--- src/rtl/timer_pkg.sv ---
// Shared types and helpers for the multi-channel interval timer.
package timer_pkg;

  typedef enum logic [1:0] {
    StIdle = 2'd0,
    StRun  = 2'd1,
    StDone = 2'd2
  } state_e;

  localparam logic MODE_UP   = 1'b0;
  localparam logic MODE_DOWN = 1'b1;

  // Prescaler division ratio; callers guarantee an integer result of at least 2.
  function automatic int unsigned calc_div(input int unsigned clk_hz,
                                           input int unsigned tick_hz);
    return clk_hz / tick_hz;
  endfunction

endpackage

--- src/rtl/timer_channel.sv ---
// One timer channel: IDLE/RUN/DONE FSM with an up/down counter and valid/ack result hold.
module timer_channel #(
  parameter int unsigned WIDTH = 16
) (
  input  logic             clk,
  input  logic             rst,
  input  logic             tick_i,
  input  logic             en_i,
  input  logic             mode_i,
  input  logic [WIDTH-1:0] load_i,
  input  logic             ack_i,
  output logic             valid_o,
  output logic [WIDTH-1:0] count_o,
  output logic             ovf_o
);
  import timer_pkg::*;

  state_e           state_q, state_d;
  logic             mode_q, mode_d;
  logic [WIDTH-1:0] count_q, count_d;
  logic             ovf_q, ovf_d;
  logic             valid_q, valid_d;

  always_comb begin
    state_d = state_q;
    mode_d  = mode_q;
    count_d = count_q;
    ovf_d   = ovf_q;
    unique case (state_q)
      StIdle: begin
        count_d = '0;
        ovf_d   = 1'b0;
        if (en_i) begin
          state_d = StRun;
          mode_d  = mode_i;
          count_d = (mode_i == MODE_DOWN) ? load_i : '0;
        end
      end
      StRun: begin
        // A stop wins over a coincident tick, so the count freezes where it is.
        if (!en_i) begin
          state_d = StDone;
        end else if (mode_q == MODE_DOWN) begin
          if (count_q == '0) begin
            state_d = StDone;
          end else if (tick_i) begin
            count_d = count_q - WIDTH'(1);
          end
        end else if (tick_i) begin
          count_d = count_q + WIDTH'(1);
          if (&count_q) begin
            ovf_d = 1'b1;
          end
        end
      end
      StDone: begin
        if (ack_i) begin
          state_d = StIdle;
          count_d = '0;
          ovf_d   = 1'b0;
        end
      end
      default: begin
        state_d = StIdle;
        count_d = '0;
        ovf_d   = 1'b0;
      end
    endcase
    // Registered so valid lines up with the frozen count.
    valid_d = (state_d == StDone);
  end

  always_ff @(posedge clk or posedge rst) begin
    if (rst) begin
      state_q <= StIdle;
      mode_q  <= MODE_UP;
      count_q <= '0;
      ovf_q   <= 1'b0;
      valid_q <= 1'b0;
    end else begin
      state_q <= state_d;
      mode_q  <= mode_d;
      count_q <= count_d;
      ovf_q   <= ovf_d;
      valid_q <= valid_d;
    end
  end

  assign valid_o = valid_q;
  assign count_o = count_q;
  assign ovf_o   = ovf_q;

endmodule

--- src/rtl/timer_multi.sv ---
// Multi-channel interval timer: one shared free-running prescaler feeding N_CH channels.
module timer_multi #(
  parameter int unsigned CLK_HZ  = 50_000_000,
  parameter int unsigned TICK_HZ = 10,
  parameter int unsigned WIDTH   = 16,
  parameter int unsigned N_CH    = 4
) (
  input  logic                  clk,
  input  logic                  rst,
  input  logic [N_CH-1:0]       t_en,
  input  logic [N_CH-1:0]       t_mode,
  input  logic [WIDTH-1:0]      t_load,
  input  logic [N_CH-1:0]       t_ack,
  output logic [N_CH-1:0]       t_valid,
  output logic [N_CH*WIDTH-1:0] t_out,
  output logic [N_CH-1:0]       t_ovf
);
  import timer_pkg::*;

  localparam int unsigned DIV   = calc_div(CLK_HZ, TICK_HZ);
  localparam int unsigned DIV_W = (DIV > 1) ? $clog2(DIV) : 1;
  localparam logic [DIV_W-1:0] DIV_LAST = DIV_W'(DIV - 1);

  logic [DIV_W-1:0] div_q, div_d;
  logic             tick;

  // Never restarted by channel activity, hence the +/-1 tick run-time resolution.
  assign tick = (div_q == DIV_LAST);

  always_comb begin
    div_d = tick ? '0 : div_q + DIV_W'(1);
  end

  always_ff @(posedge clk or posedge rst) begin
    if (rst) begin
      div_q <= '0;
    end else begin
      div_q <= div_d;
    end
  end

  for (genvar i = 0; i < N_CH; i++) begin : g_ch
    timer_channel #(
      .WIDTH(WIDTH)
    ) u_ch (
      .clk    (clk),
      .rst    (rst),
      .tick_i (tick),
      .en_i   (t_en[i]),
      .mode_i (t_mode[i]),
      .load_i (t_load),
      .ack_i  (t_ack[i]),
      .valid_o(t_valid[i]),
      .count_o(t_out[i*WIDTH +: WIDTH]),
      .ovf_o  (t_ovf[i])
    );
  end

endmodule

--- config.mk ---
export PLATFORM = sky130hd
export DESIGN_NAME = timer_multi
export DESIGN_NICKNAME = d
export VERILOG_FILES = /design/src/rtl/timer_pkg.sv /design/src/rtl/timer_channel.sv /design/src/rtl/timer_multi.sv
export SDC_FILE = /design/constraint.sdc
export NUM_CORES = 1
export LEC_CHECK = 0
export ABC_AREA = 1
export BUFFER_PORTS_ARGS = -buffer_cell sky130_fd_sc_hd__buf_2
export CELL_PAD_IN_SITES_DETAIL_PLACEMENT = 0
export CELL_PAD_IN_SITES_GLOBAL_PLACEMENT = 1
export CORE_MARGIN = 3
export CORE_UTILIZATION = 42
export CTS_CLUSTER_SIZE = 24
export DETAILED_ROUTE_END_ITERATION = 8
export PLACE_DENSITY = 0.92
export SLEW_MARGIN = 20
export SYNTH_ARGS = -nofsm -noshare
export SYNTH_HDL_FRONTEND = slang
export SYNTH_HIERARCHICAL = 1
export SYNTH_SLANG_ARGS = --single-unit
export TNS_END_PERCENT = 1
--- constraint.sdc ---
create_clock -name clk -period 2.5 [get_ports clk]
set_input_delay 0.5 -clock clk [delete_from_list [all_inputs] [get_ports clk]]
set_output_delay 0.5 -clock clk [all_outputs]
set_load 0.05 [all_outputs]
==> qor.yml <==
global_routing:
  track_usage_pct: 23.1
  first_global_vias: 9090
  grt_pass1_wl_mm: 46.0
  grt_antenna_before_repair: 1
  grt_overflow: 0
  grt_max_degree: 24
setup_path:
  end_kind: "flip-flop"
  reg2reg_slack_ps: 190
  rr_startpoint: "g_ch[3].u_ch/mode_q"
  worstSetupStartpointType: "flip-flop"
  crit_required_ps: 2750
  r2r_end: "g_ch[3].u_ch/count_o[12]"
  critPathLaunch: "g_ch[3].u_ch/mode_q"
  reg2reg_depth: 12
  crit_type: "flip-flop to flip-flop"
  setup.worst_path.end: "g_ch[3].u_ch/count_o[12]"
  worst-path-max-fanout: 17
  cp.arrival_ps: 2560
logic_synthesis:
  synth_nets: 1676
  avgSynthCellArea_sq_um: 6.12
  synth-seq-area-share_pct: 27.6
  synth_flop_cell: "dfrtp_1"
  synth_edf_count: 0
  synth.most_common_cell: "nand2_1"
  yosysTopAreaCellShare_pct: 27.6
  yosysUniqueCellTypes: 32
  postSynth.asyncResetShare_pct: 100
  yosys-top-cells-area: "dfrtp_1 28%, nand2_1 25%, inv_1 11%, ha_1 7.4%, nand3_1 5.2%"
  yosys.area.top_type: "dfrtp_1"
  ys_top_cells_by_count: "634 x nand2_1, 276 x inv_1, 115 x nor2_1"
  yosysWarnings: 6
  yosys_register_bits: 107
  synth_area_sq_um: 9700
  syn_inst: 1585
route:
  drt_iter0_markers: 720
  wire_per_inst_um: 14.5
  vias: 10030
  ant_nets: 0
  routed_via_density: 5.07
  routed_wirelength_mm: 28.8
  drcViolationCount: 0
  firstDrtPassIters: 5
timing:
  slew_headroom_pct: 43.3
  fmax_mhz: 434
  finalSetupViolations: 0
  fin_skew_ps: 11.0
  setup_ws_ps: 194
  rsz0062_at_grt: "false"
  fin_setup_tns_ps: 0
  holdWs_ps: 246
  slew_viol_final: 0
  hold_violations: 0
  worstMarginPinSlew_ps: 850
  fin_crit_ps: 2310
  fin_crit_sh_pct: 92.3
layout:
  multi_input_area_sq_um: 5770
  seq_area_sq_um: 2680
  stdcell_count: 1980
  area_delta_synth_final_pct: 11.9
  fin_nets: 1786
  drive_gt1_share_pct: 13.3
  n_fill_cell: 2329
  antenna_cells: 0
  utilization_pct: 48.8
floorplanning:
  io_pins: 102
  dieArea_sq_um: 25000
  die_x_um: 158
  die_height_um: 158
  rows: 54
  start_util_pct: 43.7
  core-area_sq_um: 22200
clocking:
  cts_buffer_depth: 2
  insertion_delay_ps: 360
  cts.sinks: 107
  clkSlewWorstSetupHoldPaths_ps: 80
  cts_tree: "yes"
  cts_inserted_buffers: 9
  htreeDepth: 3
  cts-root-buf: "clkbuf_16"
place:
  port_buffers: 101
  dp_slack_ps: 182
  gp_congestion: 0.934
  hpwl_mm: 22.5
  placed_cells: 1964
status:
  status: "finished, final reports clean"
power_and_ir_drop:
  leakage_uw: 0.00647
  power.density_nw_per_um2: 1140
  vdd_drop_max_mv: 0.660
min_path:
  min_path_type: "primary input to async pin"
flow_run:
  cap_violations: 0
==> cell usage in the layout, fill, tap and decap left out, types with 28 or more instances in the layout <==
cell type  instances
nor2_1           115
inv_1            276
nand2_1          634
nand3_1          100
a21oi_1           42
buf_2            101
o21ai_2           28
o21ai_0           42
ha_1              57
dfrtp_1          107
==> worst min-delay path by stage <==
stage / from / end / slack, ps / cells after the start
final: rst / g_ch[2].u_ch/count_o[12] / 250 / 3
after global placement: g_ch[1].u_ch/state_q[1] / g_ch[1].u_ch/state_q[0] / 440 / 1
after floorplan: g_ch[0].u_ch/state_q[1] / g_ch[0].u_ch/state_q[0] / 430 / 1
after detailed placement: g_ch[3].u_ch/state_q[1] / g_ch[3].u_ch/state_q[0] / 450 / 1
after CTS: rst / g_ch[2].u_ch/count_o[10] / 250 / 3
after global routing: rst / g_ch[2].u_ch/count_o[7] / 260 / 3
==> critical path, cell delays in order (launching register included) <==
cell	delay, ps
dfrtp_1	810
inv_1	160
fa_1	450
inv_1	100
nand3_1	60
nand3_1	140
nand3_1	120
nand3_1	90
nand2_1	50
nand3_1	80
nand2_1	60
nand2_1	60
nand2_1	50
==> cell type report <==
class | instances | area share, %
timing repair buffer | 119 | 6.13
clock inverter | 7 | 0.645
inverter | 290 | 10.1
sequential | 107 | 24.7
multi-input combinational | 1168 | 53.2
tap | 280 | 3.23
clock buffer | 9 | 2.07
==> report_power, final <==
part | internal (uW) | total [uW] | switching (uW)
logic | 2430 | 8080 | 5650
clock network | 708 | 1450 | 738
registers | 2200 | 2850 | 647
total | 5340 | 12400 | 7030
==> stage by stage <==
step / instance area, sq um / total power [uW]
3_3_place_gp: 10600 / 10800
3_5_place_dp: 10600 / 10900
4_1_cts: 10900 / 12400
2_1_floorplan: 9700 / 8830
5_1_grt: 10900 / 13500
6_report: 10900 / 12400
==> timing repair <==
action                     CTS  global route
hold buffers                 0             0
gates resized for setup      0             3
buffers inserted             0             0
setup endpoints to repair    0            20
hold endpoints to repair     0             0
==> flip-flops by register name (all words and copies together), names as in the netlist <==
signal,count
g_ch.u_ch/state_q,8
g_ch.u_ch/valid_o,4
g_ch.u_ch/mode_q,4
g_ch.u_ch/count_o,64
g_ch.u_ch/ovf_o,4
div_q,23
==> metal layers <==
| layer | track usage, % | up-vias | share of wire, % |
|---|---|---|---|
| met5 | 0 | - | 0.038 |
| met4 | 5.45 | 2 | 2.0 |
| met3 | 3.94 | 38 | 7.0 |
| met2 | 36.7 | 301 | 44 |
| met1 | 33.0 | 4573 | 47 |
| li1 | - | 5116 | - |
==> cells by family after synthesis <==
kind of cell               synth area share (%)
and+or+nand+nor                            42.5
adders and majority gates                  8.18
AOI/OAI and AO/OA                          7.30
xor gates and xnor gates                   1.53
buffers and inverters                      12.9
DFF                                        27.6
(Power assumes the default switching activity.)
